==> src/rtl/if_id_pkg.sv <==
// rtl/if_id_pkg.sv - shared constants for the IF/ID instruction queue
package if_id_pkg;

  // Default entry field widths
  localparam int INST_W  = 32;
  localparam int IADDR_W = 32;
  localparam int IFLAG_W = 8;

  // Instruction presented to decode when the queue is empty
  localparam logic [INST_W-1:0] NOP_INST_DEF = 32'h00000001;

  // Hold level encodings driven by ctrl
  localparam logic [2:0] HOLD_NONE = 3'b000;
  localparam logic [2:0] HOLD_PC   = 3'b001;
  localparam logic [2:0] HOLD_IF   = 3'b010;
  localparam logic [2:0] HOLD_ID   = 3'b011;

endpackage

==> src/rtl/if_id_qptr.sv <==
// rtl/if_id_qptr.sv - wrapping queue pointer, counts 0..DEPTH-1
module if_id_qptr #(
  parameter  int DEPTH = 2,
  localparam int PTR_W = (DEPTH > 1) ? $clog2(DEPTH) : 1
) (
  input  logic             clk,
  input  logic             rst,
  input  logic             inc,
  input  logic             clr,
  output logic [PTR_W-1:0] ptr_o
);

  logic [PTR_W-1:0] r_ptr;

  // Advance on inc, wrapping after the last entry; clear wins over inc
  always_ff @(posedge clk) begin
    if (rst || clr) begin
      r_ptr <= '0;
    end else if (inc) begin
      r_ptr <= (r_ptr == PTR_W'(DEPTH - 1)) ? '0 : r_ptr + PTR_W'(1);
    end
  end

  assign ptr_o = r_ptr;

endmodule

==> src/rtl/if_id_queue.sv <==
// rtl/if_id_queue.sv - DEPTH-entry in-order IF/ID queue with hold and flush
module if_id_queue
  import if_id_pkg::*;
#(
  parameter int               DATA_W     = INST_W,
  parameter int               ADDR_W     = IADDR_W,
  parameter int               INT_W      = IFLAG_W,
  parameter int               DEPTH      = 2,
  parameter logic [2:0]       HOLD_LEVEL = HOLD_IF,
  parameter logic [DATA_W-1:0] NOP_INST  = NOP_INST_DEF,
  localparam int              CNT_W      = $clog2(DEPTH + 1),
  localparam int              PTR_W      = (DEPTH > 1) ? $clog2(DEPTH) : 1
) (
  input  logic              clk,
  input  logic              rst,
  input  logic [DATA_W-1:0] inst_i,
  input  logic [ADDR_W-1:0] inst_addr_i,
  input  logic [INT_W-1:0]  int_flag_i,
  input  logic              valid_i,
  output logic              ready_o,
  input  logic [2:0]        hold_flag_i,
  input  logic              flush_i,
  output logic [DATA_W-1:0] inst_o,
  output logic [ADDR_W-1:0] inst_addr_o,
  output logic [INT_W-1:0]  int_flag_o,
  output logic              valid_o,
  output logic [CNT_W-1:0]  count_o
);

  logic [DATA_W-1:0] r_inst [DEPTH];
  logic [ADDR_W-1:0] r_addr [DEPTH];
  logic [INT_W-1:0]  r_flag [DEPTH];
  logic [CNT_W-1:0]  r_count;

  logic [PTR_W-1:0]  w_wr_ptr;
  logic [PTR_W-1:0]  w_rd_ptr;
  logic              w_hold_en;
  logic              w_valid;
  logic              w_ready;
  logic              w_push;
  logic              w_pop;

  // A full queue refuses input even if the head leaves this cycle, which
  // keeps ready_o independent of hold and of the pop decision.
  assign w_hold_en = (hold_flag_i >= HOLD_LEVEL);
  assign w_valid   = (r_count != '0);
  assign w_ready   = (r_count < CNT_W'(DEPTH)) && !flush_i;
  assign w_push    = valid_i && w_ready;
  assign w_pop     = w_valid && !w_hold_en;

  if_id_qptr #(.DEPTH(DEPTH)) u_wr_ptr (
    .clk   (clk),
    .rst   (rst),
    .inc   (w_push),
    .clr   (flush_i),
    .ptr_o (w_wr_ptr)
  );

  if_id_qptr #(.DEPTH(DEPTH)) u_rd_ptr (
    .clk   (clk),
    .rst   (rst),
    .inc   (w_pop),
    .clr   (flush_i),
    .ptr_o (w_rd_ptr)
  );

  // Entry storage, written on push only; contents are don't-care after reset
  always_ff @(posedge clk) begin
    if (w_push) begin
      r_inst[w_wr_ptr] <= inst_i;
      r_addr[w_wr_ptr] <= inst_addr_i;
      r_flag[w_wr_ptr] <= int_flag_i;
    end
  end

  // Occupancy: push and pop in the same cycle cancel out
  always_ff @(posedge clk) begin
    if (rst || flush_i) begin
      r_count <= '0;
    end else if (w_push && !w_pop) begin
      r_count <= r_count + CNT_W'(1);
    end else if (!w_push && w_pop) begin
      r_count <= r_count - CNT_W'(1);
    end
  end

  assign ready_o     = w_ready;
  assign valid_o     = w_valid;
  assign count_o     = r_count;
  assign inst_o      = w_valid ? r_inst[w_rd_ptr] : NOP_INST;
  assign inst_addr_o = w_valid ? r_addr[w_rd_ptr] : '0;
  assign int_flag_o  = w_valid ? r_flag[w_rd_ptr] : '0;

endmodule
==> config.mk <==
export PLATFORM = sky130hd
export DESIGN_NAME = if_id_queue
export DESIGN_NICKNAME = d
export VERILOG_FILES = /design/src/rtl/if_id_pkg.sv /design/src/rtl/if_id_qptr.sv /design/src/rtl/if_id_queue.sv
export SDC_FILE = /design/constraint.sdc
export NUM_CORES = 1
export LEC_CHECK = 0
export CORE_UTILIZATION = 53
export CTS_BUF_LIST = sky130_fd_sc_hd__clkbuf_8
export DETAILED_ROUTE_END_ITERATION = 16
export GPL_TIMING_DRIVEN = 0
export PLACE_DENSITY = 0.85
export SLEW_MARGIN = 5
export SYNTH_ARGS = -nofsm -noshare
export SYNTH_HDL_FRONTEND = slang
export SYNTH_SLANG_ARGS = --single-unit
==> constraint.sdc <==
create_clock -name clk -period 12.8 [get_ports clk]
set_input_delay 2.56 -clock clk [delete_from_list [all_inputs] [get_ports clk]]
set_output_delay 2.56 -clock clk [all_outputs]
set_load 0.01 [all_outputs]
==> flow_metrics.py, run 1 <==
metrics = {
    "grt": {
        "grt_max_degree": 41,
        "grt_pass1_vias": 3554,
        "overflow": 0,
        "grt_usage": 0.205,
        "antenna_found_initial": 0,
        "grt_pass1_wl_um": 17000,
    },
    "clock_network": {
        "cts.clk_slew.worst_paths_ns": 0.07,
        "cts.sinks": 149,
        "h-tree-depth": 4,
        "clkLatencyLatePin_ns": 0.42,
        "cts_tree": "yes",
        "root_buffer": "clkbuf_8",
        "cts_resized": 0,
        "holdBufCountCts": 0,
        "clock_path_buffers": 2,
        "cts_buffers": 17,
        "post_cts_buffers": 0,
    },
    "pwr": {
        "ir_drop_mv": 0.0789,
        "powerDensity_mw_per_mm2": 129,
        "total_leakage_power_nw": 2.52,
    },
    "sta": {
        "postLayoutSetupSlackWorst_ns": 6.49,
        "tns_ns": 0,
        "drv_slew": 0,
        "slew_headroom": 0.595,
        "setup_viol": 0,
        "hold_viol": 0,
        "rsz0062_at_grt": "no",
        "clock.fmax_mhz": 159,
        "period_minus_slack_ns": 6.31,
        "tightest_slew_ns": 0.606,
        "timing.final.crit_share": 0.493,
        "fin_skew_ns": 0.00594,
    },
    "status": {
        "outcome": "completed",
    },
    "finish": {
        "final_core_util": 0.758,
        "layout.cells.non_filler": 654,
        "syn_to_final_growth_pct": 38.4,
        "finalNetCount": 586,
        "fill_cells": 632,
        "diodes": 0,
        "drive_gt1_frac": 0.0965,
    },
    "synth": {
        "synthCells": 331,
        "synth.distinct_cells": 21,
        "ys_ff_latch": 149,
        "syn-num-nets": 411,
        "synth-warning-count": 0,
        "syn_avg_cell_area_um2": 17.1,
        "synth-seq-area-share": 0.783,
        "synth.cell_area_mm2": 0.00565,
    },
    "drt": {
        "routed_wl_um": 10900,
        "drc": 0,
        "antenna_left": 0,
        "firstDrtPassIters": 5,
        "drtIter0Drc": 149,
        "wl_per_cell_um": 16.6,
        "vias": 3305,
        "vias_per_cell": 5.05,
    },
    "critical_path": {
        "cp-endpoint": "ready_o",
        "worstPathRequired_ns": 10.24,
        "r2r_end": "count_o[1]",
        "rrSetupSlack_ns": 10.85,
        "startpoint": "flush_i",
        "cp.arrival_ns": 3.75,
        "r2r_cells": 6,
        "end_kind": "primary output",
        "cp_max_fo": 3,
        "cp-start-kind": "primary input",
        "reg2reg_from": "count_o[1]",
        "crit_type": "primary input to primary output",
    },
    "worst_hold_path": {
        "holdCritPathClass": "flip-flop to flip-flop",
    },
    "placed_design": {
        "dp.final_hpwl_um": 7270,
        "dp.cells": 623,
        "gp_congestion": 0.720,
        "pre_cts_slack_ns": 6.51,
        "port_buffers": 153,
    },
    "floorplan": {
        "io_pins": 155,
        "rows": 37,
        "die-area_mm2": 0.0111,
        "dieWidth_um": 105,
        "start_util": 0.547,
        "coreArea_mm2": 0.0103,
        "dieHeight_um": 105,
    },
    "run": {
        "drv_cap": 0,
    },
}
-- cell families after synthesis --
group                    after synthesis  synth area share
AO/OA/AOI/OAI                          5           0.00487
XOR/XNOR                               3           0.00465
adder cells (fa/ha/maj)                1           0.00221
buffers and inverters                 17            0.0179
flip-flops                           149             0.783
multiplexers                          72             0.128
AND/OR/NAND/NOR                       84            0.0598
-- metal layers --
metal,up-vias,GRT usage,part of all wire
li1,1578,-,-
met1,1584,0.240,0.40
met5,-,0,0
met4,0,0.0835,0.013
met2,129,0.363,0.53
met3,14,0.0495,0.059
-- cells in the mapped netlist --
cell type / instances / area, um2
inv_1: 1 / 3.75
or3_1: 2 / 12.5
nor2b_1: 1 / 6.26
buf_2: 9 / 45.0
ha_1: 1 / 12.5
nand2_1: 1 / 3.75
dfxtp_1: 5 / 100
edfxtp_1: 144 / 4320
or2_2: 1 / 6.26
and2b_1: 1 / 7.51
a21oi_1: 3 / 15.0
and3_1: 1 / 6.26
and2_1: 1 / 6.26
xnor2_1: 1 / 8.76
o31ai_1: 1 / 7.51
mux2i_1: 72 / 721
nor2_1: 75 / 282
or4_1: 1 / 7.51
buf_4: 7 / 52.6
o21ai_0: 1 / 5.00
xor2_1: 2 / 17.5
-- state kept, by name (all words and copies together) (netlist names), named ones only --
register        count
r_addr             64
r_inst             64
r_flag             16
count_o             2
u_rd_ptr.ptr_o      1
u_wr_ptr.ptr_o      1
-- how the worst min path moves through the flow --
stage | startpoint | end | depth (start not counted) | slack, ns
after floorplan | u_rd_ptr.ptr_o | flip-flop | 2 | 0.46
after global placement | u_rd_ptr.ptr_o | u_rd_ptr.ptr_o | 2 | 0.47
after detailed placement | u_rd_ptr.ptr_o | flip-flop | 2 | 0.49
after CTS | u_rd_ptr.ptr_o | flip-flop | 2 | 0.51
after global routing | u_rd_ptr.ptr_o | flip-flop | 2 | 0.52
final | u_rd_ptr.ptr_o | flip-flop | 2 | 0.50
-- area by class of cell --
| cell class | count | area (um2) | area share |
|---|---|---|---|
| flip-flops and latches | 149 | 4420 | 0.566 |
| repair buffers | 156 | 1590 | 0.203 |
| multi-input cells | 165 | 1140 | 0.145 |
| clock buffers | 17 | 234 | 0.0299 |
| well taps | 136 | 170 | 0.0218 |
| clock inverters | 14 | 164 | 0.0210 |
| plain buffers | 16 | 97.6 | 0.0125 |
| inverters | 1 | 3.75 | 0.000480 |
-- where the power goes --
group	switching [mW]	internal [mW]	total, mW
Combinational	0.0413	0.0525	0.0938
Sequential	0.00409	0.552	0.556
Clock	0.166	0.191	0.357
-- cell usage in the layout (no fill, tap or decap), drive strengths merged, types with 2 or more instances in the layout --
cell	netlist	final
clkbuf	0	17
bufinv	0	3
inv	1	4
xor2	2	2
edfxtp	144	144
mux2i	72	72
clkdlybuf4s50	0	153
clkinv	0	5
buf	16	19
or3	2	2
clkinvlp	0	3
a21oi	3	3
dfxtp	5	5
nor2	75	75
-- worst max-delay path, stage by stage --
cell and delay, ns:
clkdlybuf4s50_1 0.42, nor2_1 0.18, clkdlybuf4s50_1 0.59
-- per-stage QoR --
stage	cell area, um2	power [mW]	hold WS [ns]
final	7820	1.01	0.501
after global routing	7820	1.04	0.524
after CTS	7820	1.01	0.506
after detailed placement	7420	0.661	0.490
after global placement	7350	0.656	0.473
after floorplan	5650	0.601	0.461
Note: power is estimated with default switching activity, not from simulation.
==> run 2, diff against run 1 <==
--- a/config.mk
+++ b/config.mk
@@ -5,11 +5,11 @@
 export SDC_FILE = /design/constraint.sdc
 export NUM_CORES = 1
 export LEC_CHECK = 0
-export CORE_UTILIZATION = 53
+export CORE_UTILIZATION = 45
 export CTS_BUF_LIST = sky130_fd_sc_hd__clkbuf_8
 export DETAILED_ROUTE_END_ITERATION = 16
 export GPL_TIMING_DRIVEN = 0
-export PLACE_DENSITY = 0.85
+export PLACE_DENSITY = 0.76
 export SLEW_MARGIN = 5
 export SYNTH_ARGS = -nofsm -noshare
 export SYNTH_HDL_FRONTEND = slang
==> constraint.sdc (replaced) <==
create_clock -name clk -period 5.35 [get_ports clk]
set_input_delay 1.07 -clock clk [delete_from_list [all_inputs] [get_ports clk]]
set_output_delay 1.07 -clock clk [all_outputs]
set_load 0.01 [all_outputs]
==> run 2 against run 1 <==
  * Clock power rose to 2.6 times the previous value
  * Non-clock buffer count up 1
  * Clock-buffer cell count unchanged
  * Combinational power up 140%
  * Worst setup slack worse by 4.5 ns
  * Sequential power up 140%
  * Sequential share of layout area down 0.81 points
  * Register-to-register slack worse by 7.5 ns
  * Core utilization down 10 points
  * Critical path depth unchanged
  * Worst hold slack better by 0.0078 ns
  * Highest routed layer is now met5
==> flow_metrics.py, run 2 (synthesis gave the netlist of run 1 again) <==
metrics = {
    "status": {
        "outcome": "completed",
    },
    "critical_path": {
        "critPathSlowestCell": "clkdlybuf4s50_1",
        "end_kind": "primary output",
        "cp_max_fo": 3,
        "worstPathRequired_ns": 4.28,
        "cpPeakStageDelay_ns": 0.60,
        "cp-start-kind": "primary input",
        "cp.arrival_ns": 2.27,
        "critPathBufInv": 2,
        "critPathTopFamily": "buffers and inverters",
        "crit_chain": "clkdlybuf4s50_1 > nor2_1 > clkdlybuf4s50_1",
        "crit_type": "primary input to primary output",
        "r2r_cells": 5,
        "cp.depth": 3,
        "worst_path_most_repeated_cell": "clkdlybuf4s50_1",
    },
    "floorplan": {
        "rows": 40,
        "coreArea_mm2": 0.0121,
        "dieWidth_um": 114,
        "io_pins": 155,
        "die-area_mm2": 0.0130,
        "dieHeight_um": 114,
        "start_util": 0.467,
    },
    "pwr": {
        "p_seq_frac": 0.533,
        "internal-power_mw": 1.99,
        "powerDensity_mw_per_mm2": 314,
        "switching_power_mw": 0.503,
        "p_sw_frac": 0.201,
        "combPwrFrac": 0.092,
        "finalPower_mw": 2.49,
        "clkPwrFrac": 0.375,
        "total_leakage_power_nw": 2.57,
        "ir_drop_mv": 0.166,
    },
    "clock_network": {
        "cts_tree": "yes",
        "cts_resized": 0,
        "root_buffer": "clkbuf_8",
        "clkLatencyLatePin_ns": 0.43,
        "clock_path_buffers": 2,
        "cts.clk_slew.worst_paths_ns": 0.08,
        "cts.sinks": 149,
        "cts_buffers": 17,
        "post_cts_buffers": 0,
        "h-tree-depth": 4,
        "holdBufCountCts": 0,
    },
    "sta": {
        "clock.fmax_mhz": 300,
        "setup_viol": 0,
        "slew_headroom": 0.587,
        "period_minus_slack_ns": 3.34,
        "fin_skew_ns": 0.00964,
        "tightest_slew_ns": 0.618,
        "hold_viol": 0,
        "timing.final.crit_share": 0.624,
        "hold_ws_ns": 0.509,
        "drv_slew": 0,
        "rsz0062_at_grt": "no",
        "postLayoutSetupSlackWorst_ns": 2.01,
    },
    "finish": {
        "finalNetCount": 587,
        "seqCellArea_mm2": 0.00442,
        "top_regs": "r_addr x64, r_inst x64, r_flag x16",
        "multi_input_area_mm2": 0.00114,
        "syn_to_final_growth_pct": 40.5,
        "layout_commonest_cell": "clkdlybuf4s50_1",
        "design_area_mm2": 0.00794,
        "layout_common_cells": "153 x clkdlybuf4s50_1, 144 x edfxtp_1, 75 x nor2_1",
        "diodes": 0,
        "drive_gt1_frac": 0.0923,
        "fill_cells": 881,
        "final_core_util": 0.655,
    },
    "drt": {
        "drc": 0,
        "firstDrtPassIters": 4,
        "routed_wl_um": 11100,
        "antenna_left": 0,
        "vias": 3320,
        "drtIter0Drc": 160,
        "wl_per_cell_um": 16.1,
        "vias_per_cell": 4.83,
    },
    "grt": {
        "overflow": 0,
        "grt_usage": 0.177,
        "grt_pass1_wl_um": 17100,
        "grt_max_degree": 39,
        "antenna_found_initial": 1,
        "grt_pass1_vias": 3461,
    },
    "placed_design": {
        "pre_cts_slack_ns": 2.02,
        "place_area_mm2": 0.00751,
        "port_buffers": 153,
        "gp_congestion": 0.733,
        "dp.final_hpwl_um": 7500,
    },
    "worst_hold_path": {
        "hold_depth": 2,
        "holdCritPathClass": "flip-flop to flip-flop",
    },
    "run": {
        "drv_cap": 0,
    },
}
run 2: path summary, 6_finish.rpt:
path	endpoint	slack, ns	from
hold / removal	u_rd_ptr.ptr_o	0.51	u_rd_ptr.ptr_o
setup reg to reg	r_inst[0][31]	3.32	count_o[1]
hold reg to reg	u_rd_ptr.ptr_o	0.51	u_rd_ptr.ptr_o
setup / recovery	ready_o	2.01	flush_i
run 2: power groups by stage:
stage          sequential, mW  clock, mW  combinational (mW)
2_1_floorplan            1.36          0              0.0797
3_5_place_dp             1.36          0               0.231
3_3_place_gp             1.36          0               0.214
5_1_grt                  1.33       1.01               0.247
4_1_cts                  1.33      0.959               0.232
6_report                 1.33      0.936               0.229
run 2: worst register-to-register path, stage by stage, from the launching register on:
cell and delay (ns):
dfxtp_1 0.35, nor2_1 0.21, and2_1 0.19, nor2b_4 0.55
buf_16 0.24, buf_16 0.19
run 2: cell type report:
type,instances,share of cell area
Clock buffer,17,0.0295
Clock inverter,15,0.0246
Tap cell,168,0.0265
Sequential cell,149,0.557
Buffer,16,0.0123
Timing Repair Buffer,157,0.206
Inverter,1,0.000473
Multi-Input combinational cell,165,0.143
run 2: routing by layer:
metal / vias up / track usage / routed length [um] / part of all wire
met5: - / 0 / 13 / 0.0012
li1: 1586 / - / - / -
met4: 2 / 0.0831 / 184 / 0.017
met2: 117 / 0.286 / 5380 / 0.49
met3: 20 / 0.0566 / 755 / 0.068
met1: 1595 / 0.218 / 4750 / 0.43
run 2: stage by stage:
| step | instances | setup TNS, ns |
|---|---|---|
| 4_1_cts | 688 | 0 |
| 5_1_grt | 688 | 0 |
| 3_5_place_dp | 656 | 0 |
| 2_1_floorplan | 331 | 0 |
| 6_report | 688 | 0 |
| 3_3_place_gp | 652 | -138.08 |
